[src/rtl/vec_add_sched_pkg.sv]
// vec_add_sched_pkg: shared types and helpers for the vec_add_sched slice.
//   STAT_W     width of the optional per-requester grant counters
//   lane_vec_t default-shaped lane vector (DEF_N lanes of DEF_W bits); modules
//              with other W/N build the same shape locally from their params
//   id_w()     requester-id width, clog2(max(nreq,2))
package vec_add_sched_pkg;

    localparam int STAT_W = 16;
    localparam int DEF_W  = 8;
    localparam int DEF_N  = 4;

    typedef logic [DEF_N-1:0][DEF_W-1:0] lane_vec_t;

    function automatic int id_w(input int nreq);
        return (nreq < 2) ? 1 : $clog2(nreq);
    endfunction

endpackage

[src/rtl/sched_rsp_fifo.sv]
// sched_rsp_fifo: generic registered (non fall-through) FIFO.
//   clk, rst_n  clock, asynchronous active-low reset
//   push/push_data  write an entry (ignored when full)
//   pop             remove the head entry (ignored when empty)
//   empty, count    status; head is the oldest entry, zero when empty
module sched_rsp_fifo #(
    parameter int  DEPTH = 3,
    parameter type T     = logic
) (
    input  logic                         clk,
    input  logic                         rst_n,
    input  logic                         push,
    input  T                             push_data,
    input  logic                         pop,
    output logic                         empty,
    output T                             head,
    output logic [$clog2(DEPTH+1)-1:0]   count
);

    localparam int PW = (DEPTH < 2) ? 1 : $clog2(DEPTH);

    T               mem [DEPTH];
    logic [PW-1:0]  wr_ptr;
    logic [PW-1:0]  rd_ptr;
    logic           full;
    logic           do_push;
    logic           do_pop;

    assign empty   = (count == '0);
    assign full    = (int'(count) == DEPTH);
    assign do_push = push && !full;
    assign do_pop  = pop && !empty;

    // Storage is only observable through head, which is masked while empty.
    assign head = empty ? '0 : mem[rd_ptr];

    // NOTE: the data array has no reset; every entry is written before it can
    // be read, so resetting it would only add reset fan-out to plain storage.
    always_ff @(posedge clk) begin
        if (do_push) begin
            mem[wr_ptr] <= push_data;
        end
    end

    // NOTE: state registers use non-blocking assignments so every flop
    // samples pre-edge values, independent of block evaluation order.
    always_ff @(posedge clk or negedge rst_n) begin
        if (!rst_n) begin
            wr_ptr <= '0;
            rd_ptr <= '0;
            count  <= '0;
        end else begin
            if (do_push) begin
                wr_ptr <= (int'(wr_ptr) == DEPTH-1) ? '0 : wr_ptr + 1'b1;
            end
            if (do_pop) begin
                rd_ptr <= (int'(rd_ptr) == DEPTH-1) ? '0 : rd_ptr + 1'b1;
            end
            case ({do_push, do_pop})
                2'b10:   count <= count + 1'b1;
                2'b01:   count <= count - 1'b1;
                default: count <= count;
            endcase
        end
    end

endmodule

[src/rtl/vec_add_sched.sv]
// vec_add_sched: round-robin scheduler sharing one registered N-lane adder
// between NREQ requesters, with credit-limited issue into a response FIFO.
//   clk, rst_n            clock, asynchronous active-low reset
//   req_valid/req_ready   per-requester handshake (req_ready is one-hot grant)
//   req_a, req_b          operand vectors per requester
//   dp_a, dp_b, dp_reset  drive the external adder (dp_reset is synchronous)
//   dp_y                  adder result, LAT cycles after its inputs
//   rsp_valid/rsp_ready   response handshake; rsp_id, rsp_y carry the result
// Optional build macro VEC_ADD_SCHED_STATS_EN adds stat_clr and stat_grants
// (saturating 16-bit per-requester grant counters).
module vec_add_sched
    import vec_add_sched_pkg::*;
#(
    parameter int W    = 8,
    parameter int N    = 4,
    parameter int NREQ = 2,
    parameter int LAT  = 1
) (
    input  logic                              clk,
    input  logic                              rst_n,
    input  logic [NREQ-1:0]                   req_valid,
    output logic [NREQ-1:0]                   req_ready,
    input  logic [NREQ-1:0][N-1:0][W-1:0]     req_a,
    input  logic [NREQ-1:0][N-1:0][W-1:0]     req_b,
    output logic [N-1:0][W-1:0]               dp_a,
    output logic [N-1:0][W-1:0]               dp_b,
    output logic                              dp_reset,
    input  logic [N-1:0][W-1:0]               dp_y,
`ifdef VEC_ADD_SCHED_STATS_EN
    input  logic                              stat_clr,
    output logic [NREQ-1:0][STAT_W-1:0]       stat_grants,
`endif
    output logic                              rsp_valid,
    input  logic                              rsp_ready,
    output logic [id_w(NREQ)-1:0]             rsp_id,
    output logic [N-1:0][W-1:0]               rsp_y
);

    localparam int D   = LAT + 2;
    localparam int IDW = id_w(NREQ);
    localparam int CW  = $clog2(D + 1);

    typedef logic [N-1:0][W-1:0] vec_t;

    typedef struct packed {
        logic           vld;
        logic [IDW-1:0] id;
    } trk_t;

    typedef struct packed {
        logic [IDW-1:0] id;
        vec_t           y;
    } rsp_t;

    logic [IDW-1:0]  ptr;
    logic [IDW-1:0]  scan_idx;
    logic            gnt_vld;
    logic [IDW-1:0]  gnt_id;
    logic            can_issue;
    trk_t [LAT-1:0]  pipe;
    trk_t            pipe_head;
    logic [CW-1:0]   inflight;
    logic [CW-1:0]   fifo_count;
    logic            fifo_empty;
    rsp_t            fifo_head;
    rsp_t            fifo_wdata;

    // Credit covers everything that may still land in the FIFO. A pop in the
    // same cycle is deliberately ignored; that keeps this path off the
    // consumer's rsp_ready while still allowing one issue per cycle.
    // rst_n gating holds the grant off while reset is asserted.
    assign can_issue = rst_n && ((int'(inflight) + int'(fifo_count)) < D);

    // NOTE: every signal written in an always_comb gets a default first, so no
    // path through the block leaves it unassigned and no latch is inferred.
    always_comb begin
        gnt_vld  = 1'b0;
        gnt_id   = '0;
        scan_idx = '0;
        for (int k = 0; k < NREQ; k++) begin
            scan_idx = IDW'((int'(ptr) + k) % NREQ);
            if (!gnt_vld && req_valid[scan_idx]) begin
                gnt_vld = 1'b1;
                gnt_id  = scan_idx;
            end
        end
        gnt_vld = gnt_vld && can_issue;
    end

    always_comb begin
        req_ready = '0;
        if (gnt_vld) begin
            req_ready[gnt_id] = 1'b1;
        end
    end

    assign dp_a = gnt_vld ? req_a[gnt_id] : '0;
    assign dp_b = gnt_vld ? req_b[gnt_id] : '0;

    always_ff @(posedge clk or negedge rst_n) begin
        if (!rst_n) begin
            ptr <= '0;
        end else if (gnt_vld) begin
            ptr <= (int'(gnt_id) == NREQ-1) ? '0 : gnt_id + 1'b1;
        end
    end

    // Adder reset is held one edge past rst_n release so the adder register
    // is cleared synchronously before the first possible grant result.
    always_ff @(posedge clk or negedge rst_n) begin
        if (!rst_n) begin
            dp_reset <= 1'b1;
        end else begin
            dp_reset <= 1'b0;
        end
    end

    // Tracking pipe: entry k is an issue k+1 cycles old, so the last entry
    // lines up with dp_y in the same cycle.
    always_ff @(posedge clk or negedge rst_n) begin
        if (!rst_n) begin
            pipe <= '0;
        end else begin
            pipe[0] <= '{vld: gnt_vld, id: gnt_id};
            for (int i = 1; i < LAT; i++) begin
                pipe[i] <= pipe[i-1];
            end
        end
    end

    assign pipe_head = pipe[LAT-1];

    always_comb begin
        inflight = '0;
        for (int i = 0; i < LAT; i++) begin
            inflight = inflight + CW'(pipe[i].vld);
        end
    end

    assign fifo_wdata = '{id: pipe_head.id, y: dp_y};

    sched_rsp_fifo #(
        .DEPTH (D),
        .T     (rsp_t)
    ) u_rsp_fifo (
        .clk       (clk),
        .rst_n     (rst_n),
        .push      (pipe_head.vld),
        .push_data (fifo_wdata),
        .pop       (rsp_valid && rsp_ready),
        .empty     (fifo_empty),
        .head      (fifo_head),
        .count     (fifo_count)
    );

    assign rsp_valid = !fifo_empty;
    assign rsp_id    = fifo_head.id;
    assign rsp_y     = fifo_head.y;

`ifdef VEC_ADD_SCHED_STATS_EN
    always_ff @(posedge clk or negedge rst_n) begin
        if (!rst_n) begin
            stat_grants <= '0;
        end else if (stat_clr) begin
            stat_grants <= '0;
        end else begin
            for (int i = 0; i < NREQ; i++) begin
                if (req_ready[i] && (stat_grants[i] != '1)) begin
                    stat_grants[i] <= stat_grants[i] + 1'b1;
                end
            end
        end
    end
`endif

endmodule

[config.mk]
export PLATFORM = sky130hd
export DESIGN_NAME = vec_add_sched
export DESIGN_NICKNAME = d
export VERILOG_FILES = /design/src/rtl/vec_add_sched_pkg.sv /design/src/rtl/sched_rsp_fifo.sv /design/src/rtl/vec_add_sched.sv
export SDC_FILE = /design/constraint.sdc
export NUM_CORES = 1
export LEC_CHECK = 0
export ABC_AREA = 0
export CORE_MARGIN = 10
export CORE_UTILIZATION = 42
export CTS_CLUSTER_SIZE = 30
export DETAILED_ROUTE_END_ITERATION = 6
export GPL_TIMING_DRIVEN = 1
export HOLD_SLACK_MARGIN = 0.03
export PLACE_DENSITY = 0.91
export SLEW_MARGIN = 20
export SYNTH_ARGS = -nofsm -noshare
export SYNTH_HDL_FRONTEND = slang
export SYNTH_HIERARCHICAL = 1
export SYNTH_SLANG_ARGS = --single-unit
[constraint.sdc]
create_clock -name clk -period 4.81 [get_ports clk]
set_input_delay 0.481 -clock clk [delete_from_list [all_inputs] [get_ports clk]]
set_output_delay 0.481 -clock clk [all_outputs]
set_load 0.05 [all_outputs]
==> impl_results.md, run 1 <==
- Portion of the post-synthesis area used by sequential elements: between 50% and 60%
- Wire length of the first global-routing pass: 28390 um
- Total die area: roughly 19000 um2
- Relative slew slack: approximately a quarter
- Half-perimeter wire length of the detailed placement result: between 10000 and 15000 um
- RSZ-0062 raised after global routing: false
- Initial antenna violation count: 2
- Fin area: between 8000 and 9000 um2
- PortBufs: roughly 270
- Initial core utilization: 43.37%
- Post-layout net count: between 800 and 900
- Data required time at the worst endpoint: 4330 ps
- Number of hold violations in the final report: 0
- Vias in the first global route: between 4000 and 5000
- Number of synthesized register bits: approximately 110
- Yosys Warn Count: 6
- Net count after synthesis: roughly 650
- Core box area: 13350 um2
- Number of design rule violations left after detail routing: 0
- Number of cells traversed by the worst register-to-register path: 5
- Min Tclk post-route: between 3000 and 4000 ps
- Mapped Cells: 480
- Die X: approximately 140 um
- Aggregate negative setup slack: 0 ps
- Final worst-path cycle share: about four fifths
- Cell area after placement: between 8000 and 9000 um2
- Total global routing track utilization: around a fifth
- Filler Cell Count: 967
- Total overflow reported by the global router: 0
- Sequential standard cell area: between 3000 and 4000 um2
- Worst-case vdd ir drop: about 0.00026 V
- Via count: about 4800
- Number of buffers inserted to repair setup after CTS: 0
- Post-CTS Resized: 0
- Antenna-violating nets left: 0
- Die Span Y: approximately 140 um
- Startpoint types: primary input
- Crit. End Element: output pin
- Outcome: complete, no violations
- I/O pin cnt: between 200 and 300
- Number of library cell types mapped by synthesis: 35
- Number of hold buffers added after cts: 0
- Area growth syn-to-layout: 51.72%
- DR WL/cell: roughly 21 um
- Worst hold path type: in -> async
- Worst reg2reg path endpoint: ptr
- Post-Syn Area per Cell: 12.06 um2
- Maximum buffer depth of the clock tree: 2
- Worst Tran Pin Value: around 1100 ps
- Clock transition time at the flip-flop clock pins of the worst setup and hold paths: around 70 ps
- Setup Viol. Count Final: 0
- CTS sink count: approximately 110
- Final weighted congestion in routability-driven placement: about 0.94
- Via/cell ratio: approximately 5.3
- Post-Place Cells: 886
- Highest Clock Rate: roughly 260 MHz
- Post-synthesis cell area: between 5000 and 6000 um2
- Number of H-tree levels: 3
- Clock tree root driver cell: sky130_fd_sc_hd__clkbuf_16
- Largest net degree at the start of global routing: 65
- Worst EP arrival: between 3000 and 4000 ps
- Maximum Capacitance Violations: 0
- First drt pass iteration count: 6
- Total length of routed wires: slightly below 20000 um
- Register-to-Register Setup Slack: 2710 ps
- Final slew viol count: 0
- Area taken by multi-input logic gates: 2300 um2
- Number of design-rule violations left by the first detailed-router iteration: 223
- Leakage Power: roughly 3.0 nW
- Maximum fanout along the worst path: 53
- Clock buffer count from CTS: 9
- Fraction of layout cells with a size suffix above 1: 9.366%
- Critical Setup Path Class: in -> out
- CTS tree: done
- Number of placement rows: 42
- Final standard cell count with taps included and fillers excluded: 905
- Setup clock skew after layout: 9.241 ps
- Clock latency on the worst-skew pair: ~340 ps
- Power per unit of standard cell area: slightly below 600 nW/um2
- Startpoint of the worst register-to-register path: u_rsp_fifo/count[0]
==> routing by layer <==
layer  GRT usage, %  up-vias  wire length [um]
met5              0        -                13
li1               -     2265                 -
met2          33.56      220              9645
met1          20.59     2267              6809
met4          6.967        2               494
met3          10.09       34              2367
==> power breakdown <==
group,leakage [nW],switching (mW),internal [mW]
Sequential,1.02,0.192,1.22
Clock,0.139,0.296,0.400
Combinational,1.89,1.85,1.13
Total,3.05,2.34,2.75
==> through the flow <==
step           hold WS (ps)  power, mW  worst slack (ps)  utilization (%)
2_1_floorplan         185.4      3.472              1168                -
3_3_place_gp          449.2      4.380              1017            63.62
3_5_place_dp          480.8      4.431             914.4            63.62
4_1_cts               493.0      5.140             899.9            65.75
5_1_grt               524.3      5.326             664.7            65.77
6_report              481.6      5.091             949.6            65.80
==> sequential cells by signal, summed over array words and instances, names as in the netlist <==
name               cells
fifo_wdata             1
u_rsp_fifo/wr_ptr      2
u_rsp_fifo/count       2
dp_reset               1
ptr                    1
u_rsp_fifo/rd_ptr      2
u_rsp_fifo/mem        99
pipe                   1
==> layout by cell type, fill, tap and decap left out, drive strengths merged, types with 9 or more instances in the layout <==
cell type / Yosys / layout
o21ai: 66 / 66
nand3b: 64 / 64
mux2: 34 / 34
clkdlybuf4s50: 0 / 264
edfxtp: 99 / 99
nor2: 37 / 37
dfrtp: 9 / 9
buf: 30 / 11
mux2i: 33 / 33
a21oi: 64 / 64
clkbuf: 15 / 11
==> final cells by class <==
class                           count  area share [%]
Antenna cell                        3         0.08547
Clock buffer                       11           2.650
Clock inverter                      5          0.5840
Multi-Input combinational cell    320           26.18
Timing Repair Buffer              275           31.00
Sequential cell                   109           36.74
Tap cell                          176           2.507
Inverter                            6          0.2564
==> Yosys cell counts (all sizes together) <==
library cell,instances,area (um2)
edfxtp,99,2973
o21ai,66,330.3
a21oi,64,320.3
nand3b,64,480.5
nor2,37,141.4
mux2,34,484.2
mux2i,33,330.3
buf,30,212.7
clkbuf,15,57.55
dfrtp,9,225.2
inv,6,22.52
a21o,3,22.52
ha,3,37.54
nand2,2,7.510
nand2b,2,12.51
nor2b,2,20.02
nor3,2,10.01
nor3b,2,20.02
xnor2,2,17.52
a21bo,1,10.01
conb,1,3.750
dfstp,1,26.28
o2111ai,1,15.01
xor2,1,8.760
==> worst max-delay path by stage <==
stage,start,to,slack (ps),depth (start not counted)
5_1_grt,rst_n,dp_a[22],660,5
3_3_place_gp,rst_n,dp_a[2],1020,5
6_report,req_valid[0],dp_b[2],950,6
4_1_cts,rst_n,dp_a[26],900,5
3_5_place_dp,rst_n,dp_a[26],910,5
2_1_floorplan,u_rsp_fifo/count[0],u_rsp_fifo/mem[2][0],1170,2
==> cell families after synthesis <==
| logic type | share of synthesized area (%) |
|---|---|
| buffers and inverters | 5.057 |
| adder cells (fa/ha/maj) | 0.6484 |
| XOR/XNOR | 0.4539 |
| flip-flops | 55.69 |
| AND/OR/NAND/NOR | 11.95 |
| multiplexers | 14.07 |
| other | 0.06477 |
| AO/OA/AOI/OAI | 12.06 |
==> worst max-delay path, cell delays in order <==
cell and delay, ps:
sky130_fd_sc_hd__clkdlybuf4s50_1 520, sky130_fd_sc_hd__nor2b_4 800, sky130_fd_sc_hd__buf_4 370, sky130_fd_sc_hd__o21ai_0 100, sky130_fd_sc_hd__a21oi_1 200, sky130_fd_sc_hd__clkdlybuf4s50_1 880
No activity file was read; power rests on OpenSTA's default activity.
==> inputs of run 2 (changes only) <==
CORE_UTILIZATION = 38   (was 42)
PLACE_DENSITY = 0.88   (was 0.91)
clock period = 3.38 ns   (was 4.81 ns; I/O delays follow)
==> impl_results.md, run 2 (synthesis gave the netlist of run 1 again) <==
- Met3 Routed Length: 2189 um (-7.5%)
- Data required time at the worst endpoint: 3040 ps (-1290 ps)
- Worst path cell trace: ha_1 -> ha_1 -> nand2_1 -> o2111ai_4 -> a21oi_1 -> clkdlybuf4s50_1
- Fin Hold WS: 285.9 ps (-195.7 ps)
- Internal Dissipation: 4.052 mW (+47%)
- Critical Setup Path Class: reg -> out
- RSZ-0062 raised after global routing: false
- Crit-path leading delay family: buffers and inverters
- Die X: 143.4 um (+4.4%)
- Register share of total power: 25.1% (-2.7 points)
- Crit-path slowest cell: sky130_fd_sc_hd__clkdlybuf4s50_1
- Power per unit of standard cell area: 838.8 nW/um2 (+45%)
- Worst hold path type: in -> async
- Filler Cell Count: 1210 (+25%)
- Maximum cell stage delay along the critical path: 840 ps (-40 ps)
- Maximum Capacitance Violations: 0 (unchanged)
- Clock transition time at the flip-flop clock pins of the worst setup and hold paths: 70 ps (about the same)
- CP most frequent cell: sky130_fd_sc_hd__ha_1
- CTS tree: done
- Clk network pwr share: 14.9% (+1.2 points)
- Register-to-Register Setup Slack: 1220 ps (-1490 ps)
- Sequential standard cell area: 3227 um2 (unchanged)
- Number of design-rule violations left by the first detailed-router iteration: 144 (-35%)
- P_sw: 3.423 mW (+46%)
- Clock tree root driver cell: sky130_fd_sc_hd__clkbuf_16
- Vias in the first global route: 4993 (+1.4%)
- Most frequent cells in the layout: sky130_fd_sc_hd__clkdlybuf4s50_1, sky130_fd_sc_hd__edfxtp_1, sky130_fd_sc_hd__nand3b_1, sky130_fd_sc_hd__a21oi_1, sky130_fd_sc_hd__buf_4
- Worst path depth: 6 (unchanged)
- Worst EP arrival: 2630 ps (-750 ps)
- Core box area: 15090 um2 (+13%)
- Uppermost routed layer: met4
- Maximum fanout along the worst path: 7 (-87%)
- Flip-flop count of the largest register, all copies and words added: 99 (unchanged)
- Logic pwr share: 60.0% (+1.5 points)
- Startpoint of the worst register-to-register path: u_rsp_fifo/count[0]
- Number of hold violations in the final report: 0 (unchanged)
- Clock latency on the worst-skew pair: 340 ps (about the same)
- I/O pin cnt: 266 (unchanged)
- Sum of routed wire segments on met1: 6842 um (+0.48%)
- Worst Tran Pin Value: 577.8 ps (-532.3 ps)
- First drt pass iteration count: 4 (-2)
- Fraction of layout cells with a size suffix above 1: 18.77% (+9.4 points)
- Setup Viol. Count Final: 0 (unchanged)
- Total length of routed wires: 19340 um (about the same)
- Startpoint types: flip-flop
- Maximum buffer depth of the clock tree: 2 (unchanged)
- Number of buffers inserted to repair setup after CTS: 0 (unchanged)
- Total die area: 20570 um2 (+9.0%)
- Leakage Power: 3.253 nW (+6.7%)
- Wire length of the first global-routing pass: 28520 um (+0.46%)
- Total global routing track utilization: 18.11% (-1.6 points)
- Number of cells traversed by the worst register-to-register path: 6 (+1)
- DR WL/cell: 21.04 um (-1.5%)
- Number of H-tree levels: 3 (unchanged)
- Post-CTS Resized: 0 (unchanged)
- Setup clock skew after layout: 8.482 ps (-0.7595 ps)
- Die Span Y: 143.4 um (+4.4%)
- Worst-case vdd ir drop: 0.0003825 V (+48%)
- Crit. End Element: output pin
- Via count: 4739 (-1.0%)
- Post-route total power: 7.475 mW (+47%)
- Final weighted congestion in routability-driven placement: 0.9333 (-1.1%)
- Outcome: complete, no violations
- First element of the critical path: u_rsp_fifo/count[0]
- Largest net degree at the start of global routing: 66 (+1.5%)
- Via/cell ratio: 5.157 (-2.5%)
- Most frequent standard cell in the layout excluding fill and tap cells: sky130_fd_sc_hd__clkdlybuf4s50_1
- Clock buffer count from CTS: 9 (unchanged)
- Antenna-violating nets left: 0 (unchanged)
- PortBufs: 265 (unchanged)
- Switching portion of total power: 45.79% (-0.18 points)
- Total overflow reported by the global router: 0 (unchanged)
- Worst reg2reg path endpoint: ptr
- Number of hold buffers added after cts: 0 (unchanged)
- Final worst-path cycle share: between 80 and 90%
- Aggregate negative setup slack: 0 ps (unchanged)
- Top register by number of flip-flops: u_rsp_fifo/mem
- Number of design rule violations left after detail routing: 0 (unchanged)
- Number of placement rows: 45 (+7.1%)
- CTS sink count: 109 (unchanged)
- Relative slew slack: 61.44% (+35 points)
- Initial antenna violation count: 0 (-2)
- Initial core utilization: 38.37% (-5.0 points)
- Post-layout net count: 893 (+0.45%)
- Highest Clock Rate: between 300 and 400 MHz
- Min Tclk post-route: just under 3000 ps
- Final slew viol count: 0 (unchanged)
- Half-perimeter wire length of the detailed placement result: 14490 um (-1.1%)
- Number of buffers and inverters on the critical path: 1 (-2)
- Wire length on met2: 9951 um (+3.2%)
- Area taken by multi-input logic gates: 2317 um2 (+0.76%)
- Area growth syn-to-layout: 53.94%
run 2: cell types whose count changed in the layout (fill, tap and decap cells not counted), moves of 2 or more:
| cell | change |
|---|---|
| sky130_fd_sc_hd__clkdlybuf4s50_1 | -62 |
| sky130_fd_sc_hd__buf_4 | +51 |
| sky130_fd_sc_hd__buf_12 | +15 |
| sky130_fd_sc_hd__clkinv_1 | -2 |
| sky130_fd_sc_hd__diode_2 | -2 |
run 2: cell type report:
cell class | count | area share [%]
well taps | 188 | 2.639
multi-input cells | 320 | 26.00
inverters | 6 | 0.2527
diodes | 1 | 0.02808
repair buffers | 279 | 31.25
clock inverters | 6 | 1.053
clock buffers | 10 | 2.569
flip-flops and latches | 109 | 36.21
run 2: metal layers:
| metal | GRT usage [%] | vias to the layer above |
|---|---|---|
| met1 | 18.57 | 2240 |
| met4 | 5.427 | 0 |
| li1 | - | 2267 |
| met2 | 31.99 | 210 |
| met5 | 0 | - |
| met3 | 8.647 | 22 |
run 2: worst reg2reg max path: stages (launching register included):
cell,delay [ps]
sky130_fd_sc_hd__dfrtp_1,470
sky130_fd_sc_hd__ha_1,230
sky130_fd_sc_hd__ha_1,280
sky130_fd_sc_hd__nand2_1,80
sky130_fd_sc_hd__o2111ai_4,120
sky130_fd_sc_hd__buf_4,480
sky130_fd_sc_hd__mux2_2,400
run 2: power by group through the flow:
stage / clock (mW) / combinational, mW / sequential, mW
2_1_floorplan: 0 / 3.10 / 1.85
3_3_place_gp: 0 / 4.48 / 1.89
3_5_place_dp: 0 / 4.52 / 1.91
4_1_cts: 1.14 / 4.54 / 1.88
5_1_grt: 1.21 / 4.74 / 1.90
6_report: 1.11 / 4.49 / 1.87
run 2: metrics by stage:
stage               cell area [um2]  instances  utilization, %  setup WS (ps)
floorplan                      5799        480               -          828.6
global placement               8587        902           56.91          776.5
detailed placement             8587        902           56.91          758.4
CTS                            8910        918           59.05          422.3
global route                   8910        918           59.05          277.2
finish                         8912        919           59.06          408.7
run 2: how the worst max path moves through the flow:
stage	end	slack, ps
floorplan	dp_a[0]	830
global placement	req_ready[0]	780
detailed placement	req_ready[0]	760
CTS	dp_b[16]	420
global route	dp_b[16]	280
finish	dp_b[16]	410
